### config.mk
export PLATFORM = sky130hd
export DESIGN_NAME = fmi_tile_loader
export DESIGN_NICKNAME = d
export VERILOG_FILES = /design/src/rtl/irb_pkg.sv /design/src/rtl/irb_addr_fifo.sv /design/src/rtl/fmi_tile_loader.sv
export SDC_FILE = /design/constraint.sdc
export NUM_CORES = 1
export LEC_CHECK = 0
export CORE_MARGIN = 5
export CORE_UTILIZATION = 50
export CTS_CLUSTER_DIAMETER = 80
export CTS_CLUSTER_SIZE = 24
export DETAILED_ROUTE_END_ITERATION = 10
export PLACE_DENSITY_LB_ADDON = 0.25
export SYNTH_ARGS = -nofsm -noshare
export SYNTH_HDL_FRONTEND = slang
export SYNTH_SLANG_ARGS = --single-unit
### constraint.sdc
create_clock -name clk -period 9.8 [get_ports clk]
set_input_delay 1.96 -clock clk [delete_from_list [all_inputs] [get_ports clk]]
set_output_delay 1.96 -clock clk [all_outputs]
set_load 0.02 [all_outputs]
### src/rtl/irb_pkg.sv
// -----------------------------------------------------------------------------
// irb_pkg
// Shared constants and types for the IRB front end. The FMI tile geometry,
// pixel width, halo size and the outstanding-read limit of the tile loader
// live here so the loader and its address FIFO agree on every width.
// No ports (package).
// -----------------------------------------------------------------------------
package irb_pkg;

    localparam int PX_W       = 16;                   // pixel width
    localparam int TIX        = 5;                    // tile width  (Tix_T)
    localparam int TIY        = 5;                    // tile height (Tiy_T)
    localparam int TIF        = 16;                   // max input channels (Tif)
    localparam int NKX        = 3;                    // depthwise kernel width
    localparam int PAD        = (NKX - 1) / 2;        // halo on each side
    localparam int MAX_OUT    = 4;                    // max reads in flight
    localparam int FMI_N_ELEM = TIX * TIY * TIF;      // FMI tile RAM entries
    localparam int FMI_AW     = $clog2(FMI_N_ELEM);   // FMI tile RAM address width

    typedef enum logic [1:0] {
        IDLE,
        RUN,
        DRAIN,
        DONE
    } fmil_state_t;

endpackage

### src/rtl/irb_addr_fifo.sv
// -----------------------------------------------------------------------------
// irb_addr_fifo
// Small synchronous FIFO holding the FMI RAM address of every read request
// that has been accepted by memory but not yet answered. Responses come back
// in order, so the head entry is always the destination of the next response.
// Ports:
//   clk, rst    clock, synchronous active-high reset (empties the FIFO)
//   push, din   write one entry
//   pop, dout   drop the head entry; dout shows the head (valid when !empty)
//   full, empty occupancy flags
//   count       current number of entries (0..DEPTH)
// -----------------------------------------------------------------------------
module irb_addr_fifo
    import irb_pkg::*;
#(
    parameter int W     = FMI_AW,
    parameter int DEPTH = MAX_OUT
) (
    input  logic                       clk,
    input  logic                       rst,
    input  logic                       push,
    input  logic [W-1:0]               din,
    input  logic                       pop,
    output logic [W-1:0]               dout,
    output logic                       full,
    output logic                       empty,
    output logic [$clog2(DEPTH+1)-1:0] count
);

    localparam int PTR_W = (DEPTH > 1) ? $clog2(DEPTH) : 1;
    localparam int CNT_W = $clog2(DEPTH + 1);

    logic [W-1:0]     mem [DEPTH];
    logic [PTR_W-1:0] wr_ptr;
    logic [PTR_W-1:0] rd_ptr;

    function automatic logic [PTR_W-1:0] next_ptr(input logic [PTR_W-1:0] p);
        return (p == PTR_W'(DEPTH - 1)) ? '0 : p + 1'b1;
    endfunction

    // NOTE: sequential state uses non-blocking assignments so every register
    // samples the pre-edge value of every other register.
    always_ff @(posedge clk) begin
        if (rst) begin
            wr_ptr <= '0;
            rd_ptr <= '0;
            count  <= '0;
        end else begin
            if (push) wr_ptr <= next_ptr(wr_ptr);
            if (pop)  rd_ptr <= next_ptr(rd_ptr);
            case ({push, pop})
                2'b10:   count <= count + 1'b1;
                2'b01:   count <= count - 1'b1;
                default: count <= count;
            endcase
        end
    end

    // NOTE: the storage array is deliberately not reset; the pointers and
    // count define which entries are meaningful, so clearing them is enough.
    always_ff @(posedge clk) begin
        if (push) mem[wr_ptr] <= din;
    end

    assign dout  = mem[rd_ptr];
    assign full  = (count == CNT_W'(DEPTH));
    assign empty = (count == '0);

endmodule

### src/rtl/fmi_tile_loader.sv
// -----------------------------------------------------------------------------
// fmi_tile_loader
// Fetches one input feature-map tile (TIX x TIY pixels x nif channels) from
// external memory into the FMI tile RAM, writing zeros for the halo pixels
// that fall outside the image. Read requests and responses are decoupled:
// up to MAX_OUT reads may be in flight, their RAM destinations queued in
// irb_addr_fifo.
// Ports:
//   clk, rst                    clock, synchronous active-high reset
//   start                       one-cycle pulse, accepted only when idle
//   cfg_base/nif/nix/niy/tx/ty  tile configuration, captured on start
//   busy, done                  status; done pulses after the last RAM write
//   rd_req_valid/ready, rd_addr read-request handshake (registered request)
//   rd_data_valid, rd_data      in-order read responses, no back-pressure
//   fmi_we, fmi_addr, fmi_wdata FMI tile RAM write port
// -----------------------------------------------------------------------------
module fmi_tile_loader
    import irb_pkg::*;
#(
    parameter int PX_W    = irb_pkg::PX_W,
    parameter int TIX     = irb_pkg::TIX,
    parameter int TIY     = irb_pkg::TIY,
    parameter int TIF     = irb_pkg::TIF,
    parameter int PAD     = irb_pkg::PAD,
    parameter int MAX_OUT = irb_pkg::MAX_OUT,
    parameter int FMI_AW  = irb_pkg::FMI_AW
) (
    input  logic              clk,
    input  logic              rst,
    input  logic              start,
    input  logic [31:0]       cfg_base,
    input  logic [4:0]        cfg_nif,
    input  logic [7:0]        cfg_nix,
    input  logic [7:0]        cfg_niy,
    input  logic [7:0]        cfg_tx,
    input  logic [7:0]        cfg_ty,
    output logic              busy,
    output logic              done,
    output logic              rd_req_valid,
    input  logic              rd_req_ready,
    output logic [31:0]       rd_addr,
    input  logic              rd_data_valid,
    input  logic [PX_W-1:0]   rd_data,
    output logic              fmi_we,
    output logic [FMI_AW-1:0] fmi_addr,
    output logic [PX_W-1:0]   fmi_wdata
);

    localparam int LX_W  = (TIX > 1) ? $clog2(TIX) : 1;
    localparam int LY_W  = (TIY > 1) ? $clog2(TIY) : 1;
    localparam int CNT_W = $clog2(MAX_OUT + 1);
    localparam int OCC_W = CNT_W + 1;

    fmil_state_t state, state_nxt;

    // Captured configuration
    logic [31:0] base_q;
    logic [4:0]  nif_q;
    logic [7:0]  nix_q, niy_q, tx_q, ty_q;

    // Scan position and its RAM address
    logic [4:0]        c_q;
    logic [LY_W-1:0]   ly_q;
    logic [LX_W-1:0]   lx_q;
    logic [FMI_AW-1:0] idx_q;
    logic [FMI_AW-1:0] req_idx_q;   // RAM address of the request on rd_addr

    logic [9:0]        gx, gy;
    logic              is_pad, is_last;
    logic [31:0]       rd_addr_nxt;
    logic              push, pop, credit;
    logic              advance, load_req, zero_wr;
    logic [OCC_W-1:0]  occ;
    logic [CNT_W-1:0]  count;
    logic              full, empty;
    logic [FMI_AW-1:0] head_idx;

    // Global coordinates in 10-bit two's complement: tx+lx stays below 512,
    // so bit 9 is set only when the halo reaches left of / above the image.
    always_comb begin
        gx          = 10'(tx_q) + 10'(lx_q) - 10'(PAD);
        gy          = 10'(ty_q) + 10'(ly_q) - 10'(PAD);
        is_pad      = gx[9] || (gx >= 10'(nix_q)) || gy[9] || (gy >= 10'(niy_q));
        rd_addr_nxt = base_q + (32'(c_q) * 32'(niy_q) + 32'(gy)) * 32'(nix_q) + 32'(gx);
        is_last     = (c_q == nif_q - 5'd1) && (ly_q == LY_W'(TIY - 1))
                      && (lx_q == LX_W'(TIX - 1));
    end

    assign push = rd_req_valid && rd_req_ready;
    // Responses outside a tile have no destination and are dropped.
    assign pop  = rd_data_valid && !empty && (state != IDLE);

    // A request waiting on rd_addr already holds a credit; it moves into the
    // FIFO on its handshake, so occupancy is FIFO + pending - this cycle's pop.
    assign occ    = OCC_W'(count) + OCC_W'(rd_req_valid) - OCC_W'(pop);
    assign credit = (occ < OCC_W'(MAX_OUT));

    always_ff @(posedge clk) begin
        if (rst) state <= IDLE;
        else     state <= state_nxt;
    end

    // NOTE: every output of this block gets a default first, so no path can
    // leave a value unassigned and infer a latch.
    always_comb begin
        state_nxt = state;
        advance   = 1'b0;
        load_req  = 1'b0;
        zero_wr   = 1'b0;
        case (state)
            IDLE: if (start) state_nxt = RUN;
            RUN: begin
                if (is_pad) begin
                    // The write port belongs to the response this cycle.
                    zero_wr = !pop;
                    advance = !pop;
                end else begin
                    load_req = (!rd_req_valid || rd_req_ready) && credit;
                    advance  = load_req;
                end
                if (advance && is_last) state_nxt = DRAIN;
            end
            DRAIN: if (empty && !rd_req_valid) state_nxt = DONE;
            DONE:  state_nxt = IDLE;
            default: state_nxt = IDLE;
        endcase
    end

    assign busy = (state == RUN) || (state == DRAIN);
    assign done = (state == DONE);

    always_ff @(posedge clk) begin
        if (rst) begin
            base_q       <= '0;
            nif_q        <= '0;
            nix_q        <= '0;
            niy_q        <= '0;
            tx_q         <= '0;
            ty_q         <= '0;
            c_q          <= '0;
            ly_q         <= '0;
            lx_q         <= '0;
            idx_q        <= '0;
            req_idx_q    <= '0;
            rd_req_valid <= 1'b0;
            rd_addr      <= '0;
            fmi_we       <= 1'b0;
            fmi_addr     <= '0;
            fmi_wdata    <= '0;
        end else begin
            if (state == IDLE && start) begin
                base_q <= cfg_base;
                nif_q  <= cfg_nif;
                nix_q  <= cfg_nix;
                niy_q  <= cfg_niy;
                tx_q   <= cfg_tx;
                ty_q   <= cfg_ty;
                c_q    <= '0;
                ly_q   <= '0;
                lx_q   <= '0;
                idx_q  <= '0;
            end else if (advance) begin
                idx_q <= idx_q + 1'b1;
                if (lx_q == LX_W'(TIX - 1)) begin
                    lx_q <= '0;
                    if (ly_q == LY_W'(TIY - 1)) begin
                        ly_q <= '0;
                        c_q  <= c_q + 1'b1;
                    end else begin
                        ly_q <= ly_q + 1'b1;
                    end
                end else begin
                    lx_q <= lx_q + 1'b1;
                end
            end

            // rd_addr only changes when no request is waiting or it is taken.
            if (load_req) begin
                rd_req_valid <= 1'b1;
                rd_addr      <= rd_addr_nxt;
                req_idx_q    <= idx_q;
            end else if (rd_req_ready) begin
                rd_req_valid <= 1'b0;
            end

            if (pop) begin
                fmi_we    <= 1'b1;
                fmi_addr  <= head_idx;
                fmi_wdata <= rd_data;
            end else if (zero_wr) begin
                fmi_we    <= 1'b1;
                fmi_addr  <= idx_q;
                fmi_wdata <= '0;
            end else begin
                fmi_we    <= 1'b0;
            end
        end
    end

    // The credit rule keeps FIFO + pending request within MAX_OUT.
    always_ff @(posedge clk) begin
        if (!rst) assert (!(push && full && !pop));
    end

    irb_addr_fifo #(
        .W     (FMI_AW),
        .DEPTH (MAX_OUT)
    ) u_addr_fifo (
        .clk   (clk),
        .rst   (rst),
        .push  (push),
        .din   (req_idx_q),
        .pop   (pop),
        .dout  (head_idx),
        .full  (full),
        .empty (empty),
        .count (count)
    );

endmodule

==> flow_metrics.py, run 1 <==
metrics = {
    "synth": {
        "synth_flop_cell": "dfxtp_1",
        "synth.area.top_cells": "dfxtp_1 22%, fa_1 17%, ha_1 12%, nand2_1 7.8%, edfxtp_1 7.0%",
        "synthDominantCellAreaShare": 0.217,
        "netlist_area_um2": 15500,
        "syn-num-nets": 2120,
        "synth_cells": 1751,
        "ys_warn_count": 0,
        "ys_ff_latch": 204,
        "post_synth_num_cell_types": 70,
        "yosysSeqAreaShare": 0.287,
        "synth_area_leader_cell": "dfxtp_1",
        "async_flop_share": 0,
        "syn_avg_cell_area_um2": 8.84,
        "synth_edf_count": 36,
        "synth.most_common_cell": "nand2_1",
        "yosys-top-cells-count": "320 x nand2_1, 222 x inv_1, 168 x dfxtp_1",
    },
    "die": {
        "core.rowCount": 64,
        "die_h_um": 186,
        "start_util": 0.506,
        "ioPinCount": 151,
        "dieArea_um2": 34600,
        "coreArea_um2": 30600,
        "die_w_um": 186,
    },
    "detailed_routing": {
        "wl_um": 39500,
        "vias_per_cell": 5.54,
        "ant_nets": 0,
        "drt_iter0_markers": 851,
        "wl_per_cell_um": 17.3,
        "drt_first_pass_iters": 5,
        "via_count": 12700,
        "drc_errors": 0,
    },
    "final_layout": {
        "area_growth_pct": 17.7,
        "layout.nets": 2251,
        "final_layout_size_suffix_gt1_frac": 0.0656,
        "fillers": 2679,
        "diodes": 0,
        "seq_area_um2": 4450,
        "multi_input_area_um2": 10200,
    },
    "grt": {
        "grt_pass1_vias": 12500,
        "grt_pass1_wl_um": 64300,
        "grt_start_max_net_pins": 77,
        "overflow": 0,
        "grt.total_usage": 0.230,
        "antenna_found_initial": 0,
    },
    "clock_network": {
        "cts_hold_buffers": 0,
        "clk_pin_slew_worst_paths_ns": 0.10,
        "cts_buffers": 14,
        "clock_sinks": 204,
        "cts_tree": "done",
        "clockBufferDepth": 3,
        "htree_levels": 1,
        "clock-root-buffer": "clkbuf_16",
        "clkLatencyLatePin_ns": 0.49,
    },
    "sta": {
        "tightest_slew_ns": 1.05,
        "hold_viol_final": 0,
        "fmax_mhz": 106,
        "relSlewSlack": 0.300,
        "tns_ns": 0,
        "finalCritPeriodShare": 0.966,
        "final_max_slew_viol_count": 0,
        "skew_ns": 0.0216,
        "setup-violations-final": 0,
        "rsz0062_at_grt": "yes",
        "finalCriticalPeriod_ns": 9.47,
        "setup_ws_ns": 0.329,
    },
    "worst_setup_path": {
        "reg2reg_to": "rd_addr[25]",
        "cp.depth": 38,
        "crit_path_end_kind": "flop",
        "cp_slowest_stage_delay_ns": 0.56,
        "crit_buf_inv": 11,
        "cp_top_family": "adder cells",
        "start_kind": "flop",
        "critPathKind": "flop to flop",
        "ff2ff_setup_slack_ns": 0.33,
        "arrival_ns": 9.86,
        "cpMostUsedCell": "inv_1",
        "path_max_fanout": 6,
        "cp_data_required_time_ns": 10.19,
        "reg2reg_depth": 38,
        "reg2reg_from": "ly_q[1]",
        "crit_slowest_cell": "fa_1",
    },
    "pwr": {
        "peakVddDrop_mv": 0.428,
        "leakage_nw": 7.61,
        "powerDensity_nw_per_um2": 313,
    },
    "placement": {
        "portBuffers": 150,
        "place_congestion": 0.890,
        "dp_slack_ns": -0.0961,
        "post-dp-hpwl_um": 29600,
    },
    "worst_hold_path": {
        "hold_depth": 2,
        "holdCritPathClass": "flop to flop",
        "whs_endpoint": "base_q[15]",
        "min-delay-start": "base_q[15]",
    },
    "outcome": {
        "status": "finished clean",
    },
    "run": {
        "cap_violations": 0,
    },
}
how the worst max path moves through the flow:
stage / startpoint / end
4_1_cts: ly_q[1] / rd_addr[26]
2_1_floorplan: ly_q[2] / rd_addr[26]
3_5_place_dp: ly_q[1] / rd_addr[30]
6_report: ly_q[1] / rd_addr[25]
3_3_place_gp: ly_q[1] / rd_addr[30]
5_1_grt: ly_q[1] / rd_addr[25]
power breakdown:
group | switching (mW) | internal, mW
logic | 2.35 | 1.72
clock network | 0.321 | 0.301
registers | 0.0979 | 0.927
per-layer routing:
metal	share of wire	track usage	vias to the layer above
li1	-	-	6085
met1	0.44	0.319	6122
met2	0.47	0.379	377
met3	0.057	0.0281	75
met4	0.033	0.0708	0
met5	0	0	-
per-stage QoR:
stage	hold slack, ns	utilization	std cells	instance area (um^2)	power, mW
after floorplan	0.436	-	1751	15500	3.74
after global placement	0.441	0.570	2255	17400	4.76
after detailed placement	0.444	0.570	2255	17400	4.81
after CTS	0.458	0.586	2278	17900	5.48
after global routing	0.476	0.596	2285	18200	6.27
final	0.456	0.596	2285	18200	5.72
tightest hold or removal path, delay by kind of cell, from the launching register on:
| family | cells | cell delay [ns] |
|---|---|---|
| and+or+nand+nor | 1 | 0.05 |
| DFF | 1 | 0.31 |
| AOI/OAI and AO/OA | 1 | 0.05 |
flip-flops by register name, summed over array words and instances (netlist names), 3 cells and up, named ones only:
| name | flops |
|---|---|
| niy_q | 8 |
| u_addr_fifo.mem | 36 |
| u_addr_fifo.count | 3 |
| rd_addr | 32 |
| fmi_wdata | 16 |
| idx_q | 9 |
| nix_q | 8 |
| lx_q | 3 |
| fmi_addr | 9 |
| nif_q | 5 |
| ly_q | 3 |
| req_idx_q | 9 |
| c_q | 5 |
| base_q | 32 |
| tx_q | 8 |
| ty_q | 8 |
cell type report:
type                    count  area share
clock inverters             5     0.00357
flip-flops and latches    204       0.244
inverters                 222      0.0457
clock buffers              18      0.0218
well taps                 396      0.0272
multi-input cells        1252       0.560
repair buffers            188      0.0979
layout by cell type (no fill, tap or decap), types with 16 or more instances in the layout:
master and count:
nand2_1 317, inv_1 222, dfxtp_1 167, a21oi_1 159
clkdlybuf4s50_1 149, ha_1 140, fa_1 129, and2_1 64
nor2_1 52, nand3_1 43, o21ai_0 41, buf_4 39
edfxtp_1 36, xnor2_1 23, mux2i_1 20, a21o_1 17
xor2_1 16
cells by family after synthesis:
kind of cell | count (synthesis) | synth area share
xor gates and xnor gates | 46 | 0.0265
DFF | 204 | 0.287
and+or+nand+nor | 561 | 0.164
adders and majority gates | 279 | 0.288
AOI/OAI and AO/OA | 337 | 0.136
muxes | 29 | 0.0260
buffers and inverters | 295 | 0.0726
repair_timing:
item / in CTS / in global routing
endpoints found under the setup margin: 9 / 19
hold endpoints to repair: 0 / 0
buffers inserted: 0 / 7
gates resized for setup: 4 / 43
pin swaps: 1 / 23
No activity file was read; power rests on OpenSTA's default activity.
==> run 2: changes to the inputs <==
Settings changed: HOLD_SLACK_MARGIN from default to 0.02.
==> results of run 2 <==
Final layout, timing and power as in run 1 (identical DEF).
==> run 3: changes to the inputs <==
Settings changed: ABC_AREA from default to 1.
Clock period 9.8 ns to 11.9 ns, I/O delays scaled along.
==> flow_metrics.py, run 3 <==
metrics = {
    "synth": {
        "synth.most_common_cell": "nand2_1",
        "synth_area_leader_cell": "dfxtp_1",
        "yosys-top-cells-count": "352 x nand2_1, 318 x inv_1, 185 x a21oi_1",
        "yosysSeqAreaShare": 0.286,
        "async_flop_share": 0,
        "ys_ff_latch": 204,
        "netlist_area_um2": 15600,
        "post_synth_num_cell_types": 51,
        "synth_edf_count": 36,
        "synth_cells": 1945,
        "synth_flop_cell": "dfxtp_1",
        "ys_warn_count": 0,
        "syn_avg_cell_area_um2": 8.00,
        "syn-num-nets": 2314,
        "synth.area.top_cells": "dfxtp_1 22%, fa_1 17%, ha_1 12%, nand2_1 8.5%, inv_1 7.7%",
        "synthDominantCellAreaShare": 0.216,
    },
    "worst_setup_path": {
        "crit_buf_inv": 9,
        "crit_slowest_cell": "fa_1",
        "path_max_fanout": 7,
        "critPathKind": "flop to flop",
        "crit_path_end_kind": "flop",
        "cp_slowest_stage_delay_ns": 0.54,
        "cp_data_required_time_ns": 12.27,
        "arrival_ns": 10.03,
        "start_kind": "flop",
        "cp_top_family": "adder cells",
    },
    "grt": {
        "grt_pass1_wl_um": 67300,
        "antenna_found_initial": 0,
        "overflow": 0,
        "grt_pass1_vias": 13100,
        "grt.total_usage": 0.230,
        "grt_start_max_net_pins": 124,
    },
    "final_layout": {
        "final_layout_size_suffix_gt1_frac": 0.0277,
        "layout.cells.most_common": "nand2_1",
        "largest_register": "u_addr_fifo.mem",
        "area_growth_pct": 14.5,
        "layout.nets": 2418,
        "largestRegisters": "u_addr_fifo.mem (36), base_q (32), rd_addr (32)",
        "fillers": 2759,
        "final_cell_mix": "351 x nand2_1, 317 x inv_1, 185 x a21oi_1",
        "diodes": 0,
        "largest_reg_flops": 36,
    },
    "die": {
        "core.rowCount": 64,
        "coreArea_um2": 30700,
        "die_h_um": 186,
        "dieArea_um2": 34700,
        "start_util": 0.507,
        "ioPinCount": 151,
        "die_w_um": 186,
    },
    "clock_network": {
        "clkLatencyLatePin_ns": 0.50,
        "htree_levels": 1,
        "clockBufferDepth": 3,
        "cts_hold_buffers": 0,
        "clock-root-buffer": "clkbuf_16",
        "clock_sinks": 204,
        "post_cts_resized": 0,
        "cts_tree": "done",
        "cts_buffers": 16,
        "postCtsSetupRepairBufs": 0,
        "clk_pin_slew_worst_paths_ns": 0.09,
    },
    "sta": {
        "rsz0062_at_grt": "no",
        "setup-violations-final": 0,
        "hold_viol_final": 0,
        "finalCritPeriodShare": 0.812,
        "finalCriticalPeriod_ns": 9.66,
        "skew_ns": 0.0176,
        "relSlewSlack": 0.282,
        "tightest_slew_ns": 1.08,
        "final_max_slew_viol_count": 0,
        "fmax_mhz": 103,
        "tns_ns": 0,
    },
    "detailed_routing": {
        "via_count": 13000,
        "wl_um": 40700,
        "drt_first_pass_iters": 6,
        "ant_nets": 0,
        "drc_errors": 0,
        "wl_per_cell_um": 16.6,
        "vias_per_cell": 5.31,
        "drt_iter0_markers": 1009,
    },
    "run": {
        "cap_violations": 0,
    },
    "placement": {
        "portBuffers": 150,
        "post-dp-hpwl_um": 31300,
        "place_congestion": 0.914,
    },
    "worst_hold_path": {
        "holdCritPathClass": "flop to flop",
    },
    "outcome": {
        "status": "finished clean",
    },
}
-- run 3: cell types whose count changed after synthesis, sizes merged, moves of 12 or more --
cell | previous run | this run
and2 | 65 | 2
inv | 222 | 322
nor2 | 53 | 177
o21ai | 46 | 151
nand2 | 320 | 357
a21o | 17 | 5
or3 | 16 | 0
mux2i | 20 | 0
a21oi | 166 | 187
-- run 3: cell families after synthesis --
group	count (synthesis)	synth area share
AND/OR/NAND/NOR	621	0.162
buffers and inverters	398	0.0992
AO/OA/AOI/OAI	391	0.136
adder cells (fa/ha/maj)	279	0.287
flip-flops	204	0.286
XOR/XNOR	52	0.0293
-- run 3: stage by stage --
step	area (um^2)	worst slack, ns	hold slack (ns)	utilization	instances
floorplan	15600	3.28	0.435	-	1945
global route	17800	1.60	0.495	0.581	2455
CTS	17800	2.26	0.471	0.581	2455
detailed placement	17300	2.30	0.455	0.564	2427
global placement	17300	2.44	0.447	0.564	2427
finish	17800	2.24	0.469	0.581	2455
-- run 3: layer usage --
metal	global-route usage	vias up	share of wire
met5	0	-	0
met4	0.0548	0	0.023
met3	0.0471	64	0.074
met2	0.363	455	0.45
met1	0.328	6130	0.46
li1	-	6397	-
-- run 3: path summary, 6_finish.rpt --
check	start	endpoint	slack, ns	cells after the start
min	fmi_wdata[0]	fmi_wdata[0]	0.47	2
min reg2reg	fmi_wdata[0]	fmi_wdata[0]	0.47	2
max reg2reg	ly_q[1]	rd_addr[31]	2.24	37
max	ly_q[1]	rd_addr[31]	2.24	37
-- run 3: worst register-to-register path, delay by kind of cell, from the launching register on --
| family | cells | cell delay [ns] |
|---|---|---|
| compound gates | 6 | 1.42 |
| xor+xnor | 3 | 0.91 |
| fa+ha+maj | 13 | 5.55 |
| buf+inv | 9 | 0.63 |
| flops | 1 | 0.36 |
| simple gates | 6 | 0.68 |
-- run 3: layout make-up --
cell class              instances  area (um^2)  share of cell area
multi-input cells            1343         9580               0.538
flip-flops and latches        204         4440               0.249
repair buffers                156         1550              0.0868
inverters                     328         1230              0.0691
well taps                     396          495              0.0278
clock buffers                  21          440              0.0247
clock inverters                 7         75.1             0.00421
Power of run 3 is left out: the tool's default activity adds up to more than one toggle a clock period on the data nets, which glitch-free logic cannot reach.
